$ cat config.mk
export PLATFORM = sky130hd
export DESIGN_NAME = biriscv_fetch_ctrl
export DESIGN_NICKNAME = d
export VERILOG_FILES = /design/src/rtl/biriscv_fetch_ctrl.sv
export SDC_FILE = /design/constraint.sdc
export NUM_CORES = 1
export LEC_CHECK = 0
export ABC_CLOCK_PERIOD_IN_PS = 5000
export BUFFER_PORTS_ARGS = -buffer_cell sky130_fd_sc_hd__buf_2
export CAP_MARGIN = 0
export CORE_ASPECT_RATIO = 1.4
export CORE_MARGIN = 5
export CORE_UTILIZATION = 40
export CTS_BUF_LIST = sky130_fd_sc_hd__clkbuf_4
export CTS_CLUSTER_SIZE = 30
export DETAILED_ROUTE_END_ITERATION = 8
export PLACE_DENSITY = 0.69
export SLEW_MARGIN = 20
export SYNTH_ARGS = -nofsm -noshare
export SYNTH_HDL_FRONTEND = slang
export SYNTH_SLANG_ARGS = --single-unit
$ cat constraint.sdc
create_clock -name clk_i -period 5 [get_ports clk_i]
set_clock_uncertainty 0.05 [all_clocks]
set_input_delay 1.5 -clock clk_i [delete_from_list [all_inputs] [get_ports clk_i]]
set_output_delay 1.5 -clock clk_i [all_outputs]
set_load 0.02 [all_outputs]
$ cat src/rtl/biriscv_fetch_ctrl.sv
// Fetch-PC sequencer: owns the fetch PC, issues 64-bit icache requests, drops stale responses
// and buffers responses toward decode. Define BIRISCV_FETCH_DUAL_BUF_EN for a two-entry pipeline.
module biriscv_fetch_ctrl #(
  parameter logic [31:0] BOOT_VECTOR = 32'h80000000
) (
  input  logic        clk_i,
  input  logic        rst_n,
  input  logic        branch_request_i,
  input  logic [31:0] branch_pc_i,
  input  logic [31:0] next_pc_f_i,
  input  logic [1:0]  next_taken_f_i,
  output logic [31:0] pc_f_o,
  output logic        pc_accept_o,
  output logic        icache_rd_o,
  output logic [31:0] icache_pc_o,
  input  logic        icache_accept_i,
  input  logic        icache_valid_i,
  input  logic [63:0] icache_inst_i,
  input  logic        icache_error_i,
  output logic        fetch_valid_o,
  output logic [63:0] fetch_instr_o,
  output logic [31:0] fetch_pc_o,
  output logic [1:0]  fetch_pred_o,
  output logic        fetch_fault_o,
  input  logic        fetch_accept_i
);
`ifdef BIRISCV_FETCH_DUAL_BUF_EN
  localparam int D = 2;
`else
  localparam int D = 1;
`endif
  localparam logic [2:0] DEPTH = 3'(D);

  typedef struct packed {
    logic [31:0] pc;
    logic [1:0]  pred;
  } tag_t;

  typedef struct packed {
    logic [63:0] inst;
    logic [31:0] pc;
    logic [1:0]  pred;
    logic        fault;
  } ent_t;

  logic [31:0]       pc_q, pc_d;
  logic [1:0]        out_q, out_d, drop_q, drop_d, cnt_q, cnt_d;
  logic              halt_q, halt_d, run_q, run_d;
  tag_t [D-1:0]      tag_q, tag_d;
  ent_t [D-1:0]      buf_q, buf_d;
  logic              resp_vld, push, pop;
  logic [1:0]        tag_wr, buf_wr;

  always_comb begin
    // responses with no tag entry (e.g. after reset) are ignored
    resp_vld    = icache_valid_i & (out_q != 2'd0);
    icache_rd_o = run_q & ~halt_q & ~branch_request_i & ((3'(cnt_q) + 3'(out_q)) < DEPTH);
    pc_accept_o = icache_rd_o & icache_accept_i;
    push        = resp_vld & (drop_q == 2'd0) & ~branch_request_i;
    pop         = (cnt_q != 2'd0) & fetch_accept_i & ~branch_request_i;
    run_d       = 1'b1;

    tag_d = tag_q;
    if (resp_vld)
      for (int i = 0; i < D - 1; i++) tag_d[i] = tag_q[i+1];
    tag_wr = out_q - {1'b0, resp_vld};
    if (pc_accept_o)
      for (int i = 0; i < D; i++)
        if (int'(tag_wr) == i) tag_d[i] = {pc_q, next_taken_f_i};
    out_d = out_q + {1'b0, pc_accept_o} - {1'b0, resp_vld};

    buf_d = buf_q;
    if (pop)
      for (int i = 0; i < D - 1; i++) buf_d[i] = buf_q[i+1];
    buf_wr = cnt_q - {1'b0, pop};
    if (push)
      for (int i = 0; i < D; i++)
        if (int'(buf_wr) == i) buf_d[i] = {icache_inst_i, tag_q[0].pc, tag_q[0].pred, icache_error_i};
    cnt_d = cnt_q + {1'b0, push} - {1'b0, pop};

    pc_d   = pc_q;
    drop_d = drop_q;
    halt_d = halt_q | (push & icache_error_i);
    if (pc_accept_o) pc_d = next_pc_f_i;
    if (resp_vld && drop_q != 2'd0) drop_d = drop_q - 2'd1;

    // redirect wins over everything; every request still in flight becomes stale
    if (branch_request_i) begin
      pc_d   = branch_pc_i;
      cnt_d  = 2'd0;
      drop_d = out_q - {1'b0, resp_vld};
      halt_d = 1'b0;
    end
  end

  always_ff @(posedge clk_i or negedge rst_n) begin
    if (!rst_n) begin
      pc_q   <= BOOT_VECTOR;
      out_q  <= '0;
      drop_q <= '0;
      cnt_q  <= '0;
      halt_q <= 1'b0;
      run_q  <= 1'b0;
      tag_q  <= '0;
      buf_q  <= '0;
    end else begin
      pc_q   <= pc_d;
      out_q  <= out_d;
      drop_q <= drop_d;
      cnt_q  <= cnt_d;
      halt_q <= halt_d;
      run_q  <= run_d;
      tag_q  <= tag_d;
      buf_q  <= buf_d;
    end
  end

  assign pc_f_o        = pc_q;
  assign icache_pc_o   = {pc_q[31:3], 3'b000};
  assign fetch_valid_o = (cnt_q != 2'd0);
  assign fetch_instr_o = buf_q[0].inst;
  assign fetch_pc_o    = buf_q[0].pc;
  assign fetch_pred_o  = buf_q[0].pred;
  assign fetch_fault_o = fetch_valid_o & buf_q[0].fault;
endmodule

=== Word level (Yosys, flattened, before mapping) ===
Index checks and enable logic that the tools add are counted.

* $add $sub $neg: 8
* Multiply operators: 0
* Div/mod/pow operators: 0
* Magnitude comparators: 1
* Eq/ne operators: 0
* Shift operators: 0
* Mux-type cells: 6
* Bitwise operators: 14
* Reduce and logical (&&, ||, !) cells: 11

{| class="wikitable"
|+ Operator list
! kind !! count
|-
| two-way mux 32 bit || 2
|-
| AND 1 bit || 11
|-
| nonzero test 2 bit || 5
|-
| subtractor 2 x 1 -> 2 bit || 4
|-
| zero test 2 bit || 3
|-
| two-way mux 2 bit || 3
|-
| adder 2 x 1 -> 2 bit || 2
|-
| AND reduction 2 bit || 2
|-
| adder 2 x 2 -> 3 bit || 1
|-
| less-than comparator 3 x 1 -> 1 bit (second input constant) || 1
|-
| NOT 1 bit || 2
|-
| subtractor 2 x 1 -> 2 bit (second input constant) || 1
|-
| logical AND 1 bit || 1
|-
| two-way mux 1 bit || 1
|-
| OR 1 bit || 1
|}

* Register bits: 173
* Bits in latches: 0
* Memory bits (writable): 0
* Memory bits (read-only): 0
* Input bits: 137
* Output and inout port bits: 166
* Word-level logic and storage cells: 52
* Memories kept: 0

=== Logic depth before layout (Yosys ltp) ===
Gate-level depths: netlist of run 1.

* Depth in word-level cells: 7
* Depth in mapped cells: 11
* Gate-level depth less buffers: 11

=== Least setup slack after synthesis of run 1 ===
Ideal clock, no wire load.

* Path type: input to output
* From: input branch_request_i
* To: output pc_accept_o
* Arrival: 2.946 ns
* Required time: 3.450 ns
* Path slack: 0.504 ns
* Cell stages on the path: 6
* Path buffers: 3
* Path through: or4b_1 > buf_2 > or2_2 > clkbuf_1 > clkbuf_1 > inv_1

* Longest elaborated chain between the ends: 4

{| class="wikitable"
|+ Ends and longest elaborated chain
! what !! RTL line !! text
|-
| start, declared || 8 || <nowiki>input logic branch_request_i,</nowiki>
|-
| NOT 1 bit || 57 || <nowiki>icache_rd_o = run_q & ~halt_q & ~branch_request_i & ((3'(cnt_q) + 3'(out_q)) < DEPTH);</nowiki>
|-
| AND 1 bit (2 in a row) || 57 ||
|-
| AND 1 bit || 58 || <nowiki>pc_accept_o = icache_rd_o & icache_accept_i;</nowiki>
|-
| end, declared || 13 || <nowiki>output logic pc_accept_o,</nowiki>
|}

No other way between the ends.

=== Worst setup path in the final report of run 1 ===
Same ends and word-level chain as after synthesis.

==> flow_metrics.env, run 1 <==
export IMPL_status="completed"
export IMPL_final_cell_area_sq_um=9208
export IMPL_ys_top_cells_by_area="dfrtp_1 (53%), mux2_2 (14%), buf_4 (12%), mux2_4 (5.5%), o211ai_1 (4.4%)"
export IMPL_die_width_um=130.7
export IMPL_ys_seq_area_share_pct=53.08
export IMPL_maxSlewHeadroom_pct=46.71
export IMPL_place_congestion=0.7638
export IMPL_synth_top_area_share_pct=52.76
export IMPL_crit_path_end_kind="output pin"
export IMPL_regArea_sq_um=4330
export IMPL_clock_fmax_mhz=236.0
export IMPL_initial_core_util_pct=40.80
export IMPL_clkTransAtPathRegs_ns=0.15
export IMPL_worst_hold_path_type="reg2reg"
export IMPL_worstMarginPinSlew_ns=0.7993
export IMPL_synth_top_area_cell="dfrtp_1"
export IMPL_mostFrequentLayoutCell="buf_2"
export IMPL_ioPinCount=303
export IMPL_num_vias=5097
export IMPL_ctsLongestPathBuffers=2
export IMPL_drt_iter0_markers=137
export IMPL_clock_sinks=173
export IMPL_crit_top_cell="buf_2"
export IMPL_worst_path_max_fanout=3
export IMPL_drc_errors=0
export IMPL_wire_per_inst_um=16.97
export IMPL_antenna_found_initial=1
export IMPL_overflow=0
export IMPL_die_area_sq_um=23390
export IMPL_tns_ns=0
export IMPL_fillers=1870
export IMPL_placementRows=61
export IMPL_setup_viol=0
export IMPL_final_cell_mix="buf_2 (298), dfrtp_1 (172), mux2_2 (103), o211ai_1 (48), inv_1 (35)"
export IMPL_p_total_mw=4.838
export IMPL_drtPass1Iterations=4
export IMPL_top_layer_used="met4"
export IMPL_yosys_cell_types_count=35
export IMPL_multi_input_area_sq_um=2570
export IMPL_cts_resized=0
export IMPL_critPathMaxStageDelay_ns=0.51
export IMPL_slowest_stage="or4b_1"
export IMPL_grt_pass1_vias=5318
export IMPL_core_area_sq_um=20000
export IMPL_r2r_cells=8
export IMPL_reg2reg_from="cnt_q[0]"
export IMPL_via_per_inst=4.746
export IMPL_startpoint="branch_request_i"
export IMPL_cts_tree="built"
export IMPL_ys_warn_count=0
export IMPL_reg2reg_slack_ns=1.48
export IMPL_min_period_ns=4.237
export IMPL_ir_drop_v=0.0003621
export IMPL_critPathLaunchType="input port"
export IMPL_cts_buffers=17
export IMPL_post_route_period_util_pct=84.74
export IMPL_path_class="in2out"
export IMPL_cellPowerDensity_nw_per_um2=525.4
export IMPL_root_buffer="clkbuf_4"
export IMPL_drive_above_1_share_pct=58.34
export IMPL_insertion_delay_ns=0.55
export IMPL_max_cap_violations=0
export IMPL_htreeDepth=4
export IMPL_setup_worst_path_end="pc_accept_o"
export IMPL_cts_hold_buf=0
export IMPL_wl_met2_mm=9.484
export IMPL_crit_required_ns=3.45
export IMPL_finalHoldViolations=0
export IMPL_post_cts_setup_buffers=0
export IMPL_dpl_hpwl_mm=13.52
export IMPL_track_usage_pct=15.37
export IMPL_layout_nets=952
export IMPL_slew_viol_final=0
export IMPL_ys_ff_latch=173
export IMPL_wl_met1_mm=7.197
export IMPL_path_cells="buf_2 > or4b_1 > or2_2 > inv_1 > buf_2"
export IMPL_syn_inst=640
export IMPL_placed_area_sq_um=8961
export IMPL_syn_avg_cell_area_sq_um=12.75
export IMPL_leakagePower_nw=4.846
export IMPL_area_delta_synth_final_pct=12.87
export IMPL_met3WireLength_mm=1.105
export IMPL_syn_cell_area_sq_um=8158
export IMPL_drtAntennaViolNets=0
export IMPL_critPathArrivalTime_ns=2.69
export IMPL_grt_pass1_wl_mm=27.71
export IMPL_rsz0062_at_grt="no"
export IMPL_grt_start_max_net_pins=100
export IMPL_r2r_end="tag_q[17]"
export IMPL_portBuffers=299
export IMPL_wl_mm=18.23
export IMPL_die_y_um=179.0
## kinds of logic (layout without fill, tap and decap cells)
| family | after synthesis | after routing | share of synthesized area (%) |
|---|---|---|---|
| AND/OR/NAND/NOR | 43 | 43 | 2.577 |
| adder cells (fa/ha/maj) | 7 | 7 | 1.166 |
| other | 2 | 5 | 0.09206 |
| AO/OA/AOI/OAI | 79 | 79 | 7.408 |
| multiplexers | 133 | 133 | 19.74 |
| flip-flops | 173 | 173 | 53.08 |
| XOR/XNOR | 4 | 4 | 0.4294 |
| buffers and inverters | 199 | 378 | 15.51 |
## per-layer routing
metal	global-route usage, %	vias to the layer above
li1	-	2406
met1	18.01	2480
met2	27.19	187
met3	3.517	24
met4	5.617	0
met5	0	-
## where the power goes
group	internal [mW]	leakage [nW]	switching [mW]
Clock	0.210	0.129	0.510
Sequential	1.90	2.19	0.275
Combinational	0.850	2.53	1.10
Total	2.96	4.85	1.88
## through the flow
step / setup WS (ns) / cells / utilization (%) / hold WS (ns)
2_1_floorplan: 0.5043 / 642 / - / 0.4221
3_5_place_dp: 0.7655 / 1041 / 44.81 / 0.4391
3_3_place_gp: 0.7630 / 1041 / 44.81 / 0.4332
5_1_grt: 0.5669 / 1074 / 46.05 / 0.4833
4_1_cts: 0.7278 / 1073 / 46.03 / 0.4682
6_report: 0.7631 / 1074 / 46.05 / 0.4656
## worst max-delay path, delay by kind of cell
| kind | cells | cell delay, ns |
|---|---|---|
| simple gates | 2 | 0.83 |
| buf+inv | 3 | 0.36 |
## worst min path at each step
stage	from	endpoint	slack, ns	depth (start not counted)
after global routing	fetch_pc_o[16]	fetch_pc_o[16]	0.48	1
after CTS	tag_q[4]	fetch_pc_o[2]	0.47	1
final	tag_q[8]	fetch_pc_o[6]	0.47	1
after floorplan	buf_q[0]	buf_q[0]	0.42	1
after global placement	tag_q[0]	tag_q[0]	0.43	1
after detailed placement	tag_q[2]	tag_q[2]	0.44	1
## state kept, by name, indices dropped and copies added, names as in the netlist, 2 cells and up
| signal | flops |
|---|---|
| drop_q | 2 |
| out_q | 2 |
| tag_q | 34 |
| pc_f_o | 32 |
| fetch_pred_o | 2 |
| cnt_q | 2 |
| fetch_pc_o | 32 |
| fetch_instr_o | 64 |
## cells in the mapped netlist
cell type / count
dfrtp_1: 172
buf_4: 131
mux2_2: 103
o211ai_1: 48
inv_1: 35
mux2_4: 30
clkbuf_1: 25
nand2_1: 24
o21ai_0: 10
a2bb2oi_1: 8
a41oi_1: 8
ha_1: 6
xnor2_1: 4
buf_2: 3
buf_6: 3
nor2_1: 3
a31oi_1: 2
and2_1: 2
conb_1: 2
nand2b_1: 2
nor2b_1: 2
or2_2: 2
or3_1: 2
or4b_1: 2
a2111oi_4: 1
a22o_1: 1
and2_0: 1
and3_1: 1
buf_1: 1
clkinv_1: 1
dfstp_2: 1
fa_1: 1
nand3_1: 1
nor4b_1: 1
o21ai_1: 1
## area by class of cell
type                    count  share of cell area (%)
diodes                      1                 0.02718
clock buffers              18                   1.468
clock inverters            14                   1.182
inverters                  36                   1.468
multi-input cells         270                   27.91
flip-flops and latches    173                   47.03
well taps                 252                   3.424
repair buffers            310                   17.49
Power figures use the tool's default switching activity.
==> run 2: changes to the inputs <==
ABC_AREA = 1   (was default)
ABC_CLOCK_PERIOD_IN_PS = 4000   (was 5000)
clock period = 4 ns   (was 5 ns; I/O delays follow)
==> run 2 against run 1 <==
  * Flip-flop and latch count unchanged
  * Clock power rose by 56%
  * Critical path depth rose by 3
  * Cell count is 34% higher
  * Setup slack got worse by 0.31 ns
  * Global-route usage rose by 2.6 points
  * Critical endpoint unchanged
==> flow_metrics.env, run 2 <==
export IMPL_cts_resized=0
export IMPL_min_period_ns=3.546
export IMPL_max_cap_violations=0
export IMPL_slew_viol_final=0
export IMPL_seqPwrFrac_pct=42.9
export IMPL_drtAntennaViolNets=0
export IMPL_die_y_um=181.4
export IMPL_post_cts_setup_buffers=0
export IMPL_drt_iter0_markers=366
export IMPL_largest_reg_flops=64
export IMPL_leakagePower_nw=5.674
export IMPL_fin_hold_ws_ns=0.4319
export IMPL_yosys_area_share_simple_pct=30.89
export IMPL_async_flop_share_pct=100.0
export IMPL_place_ws_ns=0.5583
export IMPL_final_cell_mix="nand2_1 (437), buf_2 (298), dfrtp_1 (172), nand3_1 (171), inv_1 (20)"
export IMPL_die_area_sq_um=24020
export IMPL_synth_edf_count=0
export IMPL_insertion_delay_ns=0.53
export IMPL_multi_input_area_sq_um=2780
export IMPL_synth_top_family_by_area="simple AND/OR/NAND/NOR gates"
export IMPL_maxSlewHeadroom_pct=31.86
export IMPL_switching_power_mw=2.738
export IMPL_syn_cell_area_sq_um=8393
export IMPL_clkPwrFrac_pct=17.7
export IMPL_ys_top_cells_by_area="dfrtp_1 (51%), nand2_1 (20%), buf_4 (12%), nand3_1 (10%), buf_2 (1.5%)"
export IMPL_syn_avg_cell_area_sq_um=8.204
export IMPL_worst_slack_ns=0.4537
export IMPL_num_vias=6819
export IMPL_wl_mm=21.50
export IMPL_placementRows=62
export IMPL_ys_flop_type="dfrtp_1"
export IMPL_clkTransAtPathRegs_ns=0.14
export IMPL_status="completed"
export IMPL_ys_ff_latch=173
export IMPL_crit_path_end_kind="output pin"
export IMPL_ys_warn_count=0
export IMPL_portBuffers=299
export IMPL_worst_path_max_fanout=4
export IMPL_cts_hold_buf=0
export IMPL_rsz0062_at_grt="no"
export IMPL_synth_compound_area_share_pct=0.3131
export IMPL_setup_viol=0
export IMPL_wire_per_inst_um=14.95
export IMPL_area_delta_synth_final_pct=12.63
export IMPL_die_width_um=132.4
export IMPL_worstMarginPinSlew_ns=1.022
export IMPL_finalHoldViolations=0
export IMPL_synth_most_common_cell="nand2_1"
export IMPL_htreeDepth=4
export IMPL_grt_pass1_wl_mm=35.05
export IMPL_yosys_cell_types_count=26
export IMPL_initial_core_util_pct=40.67
export IMPL_grt_start_max_net_pins=101
export IMPL_p_sw_share_pct=43.42
export IMPL_crit_required_ns=2.75
export IMPL_overflow=0
export IMPL_intPower_mw=3.568
export IMPL_core_area_sq_um=20630
export IMPL_layout_nets=1312
export IMPL_drc_errors=0
export IMPL_cts_tree="built"
export IMPL_post_route_period_util_pct=88.66
export IMPL_place_congestion=0.7954
export IMPL_via_per_inst=4.742
export IMPL_pwr_share_comb_pct=39.5
export IMPL_cts_buffers=17
export IMPL_synth_top_area_cell="dfrtp_1"
export IMPL_synth_adder_area_share_pct=1.133
export IMPL_tns_ns=0
export IMPL_synth_top_area_share_pct=51.28
export IMPL_worst_hold_path_type="reg2reg"
export IMPL_ctsLongestPathBuffers=2
export IMPL_dpl_hpwl_mm=14.87
export IMPL_critPathLaunchType="register"
export IMPL_regArea_sq_um=4330
export IMPL_critPathArrivalTime_ns=2.30
export IMPL_grt_pass1_vias=6713
export IMPL_mostFrequentLayoutCell="nand2_1"
export IMPL_ys_seq_area_share_pct=51.60
export IMPL_antenna_found_initial=4
export IMPL_drtPass1Iterations=4
export IMPL_synth_xor_area_share_pct=0.3131
export IMPL_fillers=2090
export IMPL_track_usage_pct=17.95
export IMPL_path_class="reg2out"
export IMPL_ir_drop_v=0.0002578
export IMPL_cellPowerDensity_nw_per_um2=667.1
export IMPL_clock_sinks=173
export IMPL_root_buffer="clkbuf_4"
export IMPL_drive_above_1_share_pct=29.89
export IMPL_clock_fmax_mhz=282.0
export IMPL_synth_mux_area_share_pct=0
export IMPL_syn_inst=1023
export IMPL_synthTopCellsByCount="nand2_1 (437), dfrtp_1 (172), nand3_1 (171)"
export IMPL_ioPinCount=303
## run 2: area by class of cell
type                       count  share of cell area, %
sequential                   173                  45.81
multi-input combinational    643                  29.41
timing repair buffer         311                  17.01
tap                          256                  3.388
clock inverter                15                  2.131
clock buffer                  17                  1.350
inverter                      22                 0.8736
antenna                        1                0.02647
## run 2: logic make-up after synthesis
| family | after synthesis |
|---|---|
| XOR/XNOR | 3 |
| AO/OA/AOI/OAI | 5 |
| buffers and inverters | 209 |
| other | 2 |
| adder cells (fa/ha/maj) | 7 |
| flip-flops | 173 |
| AND/OR/NAND/NOR | 624 |
## run 2: power groups by stage
stage          Combinational, mW  Sequential [mW]  Clock, mW
3_3_place_gp                2.49             2.73          0
6_report                    2.49             2.70       1.12
2_1_floorplan               2.21             2.71          0
4_1_cts                     2.53             2.70       1.17
3_5_place_dp                2.52             2.74          0
5_1_grt                     2.78             2.79       1.23
## run 2: critical path, stage by stage (launching register included)
cell	delay, ns
dfrtp_1	0.48
ha_1	0.18
inv_1	0.04
fa_1	0.49
nand2_1	0.06
inv_1	0.06
nand3_1	0.11
nor2_4	0.15
buf_2	0.19
## run 2: path summary, 6_finish.rpt
path                                   start           endpoint  slack [ns]  cells past startpoint
min                        fetch_instr_o[11]  fetch_instr_o[11]        0.43                      2
max reg2reg                         cnt_q[0]         pc_f_o[13]        1.34                     10
max in group asynchronous              rst_n  fetch_instr_o[40]        2.45                      2
min in group asynchronous              rst_n          pc_f_o[3]        0.62                      1
min reg2reg                fetch_instr_o[11]  fetch_instr_o[11]        0.43                      2
max                                 cnt_q[0]        pc_accept_o        0.45                      8
## run 2: through the flow
stage	std cells	power [mW]	area (sq um)	utilization [%]
after floorplan	1025	4.925	8401	-
after global placement	1405	5.214	9112	44.16
after detailed placement	1405	5.266	9112	44.16
after CTS	1437	6.399	9442	45.76
after global routing	1438	6.793	9453	45.81
final	1438	6.306	9453	45.81
## run 2: layer usage
layer | up-vias | global-route usage, % | wire length [um]
met5 | - | 0 | 34
met1 | 3158 | 21.39 | 8654
li1 | 3373 | - | -
met3 | 31 | 4.374 | 1461
met2 | 251 | 31.83 | 10920
met4 | 6 | 5.740 | 422
==> run 3: changes to the inputs <==
ABC_CLOCK_PERIOD_IN_PS = 3730   (was 4000)
clock period = 3.73 ns   (was 4 ns; I/O delays follow)
==> run 3 against run 2 <==
  * Clock-buffer cell count stayed put
  * Sequential share of layout area hardly changed
  * Die area stayed put
  * Cell count is 0.28% higher
  * Setup slack worse by 0.22 ns
  * Critical path depth stayed put
  * Flip-flop and latch count stayed put
  * Combinational power is 8.8% higher
  * Non-clock buffer count is 2 higher
  * Global-route usage is 0.31 points higher
  * Sequential power is 7% higher
  * Clock power hardly changed
  * Critical endpoint unchanged
  * Largest cell class unchanged
==> flow_metrics.env, run 3 (synthesized netlist as in run 2, its figures left out) <==
export IMPL_status="completed"
export IMPL_intPower_mw=3.756
export IMPL_antenna_found_initial=5
export IMPL_critPathArrivalTime_ns=2.33
export IMPL_maxSlewHeadroom_pct=56.72
export IMPL_placedCellCount=1407
export IMPL_clkPwrFrac_pct=16.4
export IMPL_min_period_ns=3.500
export IMPL_clock_fmax_mhz=285.7
export IMPL_via_per_inst=4.727
export IMPL_largest_reg_flops=64
export IMPL_clkTransAtPathRegs_ns=0.15
export IMPL_ioPinCount=303
export IMPL_die_area_sq_um=24020
export IMPL_dpl_hpwl_mm=15.07
export IMPL_placementRows=62
export IMPL_cts_buffers=17
export IMPL_rsz0062_at_grt="no"
export IMPL_cts_tree="built"
export IMPL_p_total_mw=6.694
export IMPL_drive_above_1_share_pct=30.09
export IMPL_drtPass1Iterations=7
export IMPL_critPathLaunchType="register"
export IMPL_die_width_um=132.4
export IMPL_grt_start_max_net_pins=101
export IMPL_portBuffers=299
export IMPL_max_cap_violations=0
export IMPL_drc_errors=0
export IMPL_cellPowerDensity_nw_per_um2=708.8
export IMPL_wl_mm=21.75
export IMPL_place_congestion=0.7857
export IMPL_setup_viol=0
export IMPL_wire_per_inst_um=15.08
export IMPL_reg2reg_slack_ns=1.09
export IMPL_root_buffer="clkbuf_4"
export IMPL_area_delta_synth_final_pct=12.54
export IMPL_post_route_period_util_pct=93.84
export IMPL_worstMarginPinSlew_ns=0.6492
export IMPL_final_cells=1442
export IMPL_worst_path_max_fanout=4
export IMPL_slew_viol_final=0
export IMPL_final_cell_mix="nand2_1 (437), buf_2 (298), nand3_1 (171), dfrtp_1 (171), inv_1 (20)"
export IMPL_finalHoldViolations=0
export IMPL_grt_pass1_wl_mm=35.25
export IMPL_leakagePower_nw=5.659
export IMPL_core_area_sq_um=20630
export IMPL_mostFrequentLayoutCell="nand2_1"
export IMPL_path_class="reg2out"
export IMPL_drtAntennaViolNets=0
export IMPL_track_usage_pct=18.26
export IMPL_htreeDepth=4
export IMPL_crit_path_end_kind="output pin"
export IMPL_seqPwrFrac_pct=43.2
export IMPL_pwr_share_comb_pct=40.4
export IMPL_ctsLongestPathBuffers=2
export IMPL_ir_drop_v=0.0002813
export IMPL_fillers=2099
export IMPL_insertion_delay_ns=0.58
export IMPL_num_vias=6817
export IMPL_clock_sinks=173
export IMPL_initial_core_util_pct=40.67
export IMPL_p_sw_share_pct=43.90
export IMPL_die_y_um=181.4
export IMPL_worst_hold_path_type="reg2reg"
export IMPL_switching_power_mw=2.939
export IMPL_cts_hold_buf=0
export IMPL_grt_pass1_vias=6645
export IMPL_overflow=0
export IMPL_layout_nets=1314
export IMPL_tns_ns=0
export IMPL_crit_required_ns=2.56
export IMPL_drt_iter0_markers=440
run 3: changes by cell type in the layout (fill, tap and decap cells not counted):
cell        before  now
buf_4           11   12
clkinv_2         1    2
diode_2          1    3
bufinv_16        3    2
dfrtp_2          0    1
clkinv_8         1    0
inv_8            2    0
buf_12           1    2
clkinvlp_4       2    5
dfrtp_1        172  171
run 3: worst max-delay path, cell delays in order, from the launching register on:
cell and delay, ns:
dfrtp_2 0.45, ha_1 0.16, inv_1 0.05, fa_1 0.51, nand2_1 0.06, inv_1 0.08
nand3_1 0.12, nor2_4 0.14, buf_2 0.19
run 3: routing by layer:
metal / track usage [%] / part of all wire (%) / routed length [um] / up-vias
met2: 31.49 / 50 / 10890 / 243
met1: 22.13 / 41 / 8926 / 3157
li1: - / - / - / 3379
met5: 0 / 0.11 / 25 / -
met4: 6.032 / 2.1 / 450 / 4
met3: 4.983 / 6.7 / 1454 / 34
run 3: layout make-up:
class                   instances  area, sq um  area share, %
inverters                      22        82.58         0.8743
clock buffers                  17        127.6          1.351
well taps                     256        320.3          3.391
diodes                          3        7.507        0.07948
repair buffers                313         1635          17.31
clock inverters                15        160.2          1.696
multi-input cells             643         2780          29.43
flip-flops and latches        173         4332          45.86
run 3: stage by stage:
| stage | setup WS (ns) | cell area (sq um) | utilization (%) | hold WS, ns |
|---|---|---|---|---|
| 2_1_floorplan | 0.7662 | 8401 | - | 0.3925 |
| 3_3_place_gp | 0.6251 | 9140 | 44.29 | 0.3983 |
| 3_5_place_dp | 0.6056 | 9140 | 44.29 | 0.4030 |
| 4_1_cts | 0.07906 | 9428 | 45.69 | 0.4367 |
| 5_1_grt | 0.04815 | 9443 | 45.76 | 0.4540 |
| 6_report | 0.2297 | 9445 | 45.77 | 0.4305 |
run 3: power groups by stage:
stage | Combinational (mW) | Clock (mW) | Sequential (mW)
finish | 2.71 | 1.10 | 2.89
global route | 3.00 | 1.22 | 2.98
CTS | 2.75 | 1.16 | 2.89
detailed placement | 2.75 | 0 | 2.93
global placement | 2.70 | 0 | 2.91
floorplan | 2.37 | 0 | 2.91
run 3: path summary, 6_finish.rpt:
check,from,endpoint,depth (start not counted)
min in group asynchronous,rst_n,pc_f_o[5],1
max in group asynchronous,rst_n,fetch_instr_o[56],2
worst max register to register,cnt_q[0],pc_f_o[26],10
worst min register to register,fetch_instr_o[48],fetch_instr_o[48],2
worst min-delay path,fetch_instr_o[48],fetch_instr_o[48],2
worst max-delay path,cnt_q[0],pc_accept_o,8
run 3: repair_timing:
item / in CTS / in global routing
resized for setup: 0 / 1
endpoints found under the setup margin: 0 / 1
buffers inserted: 0 / 0
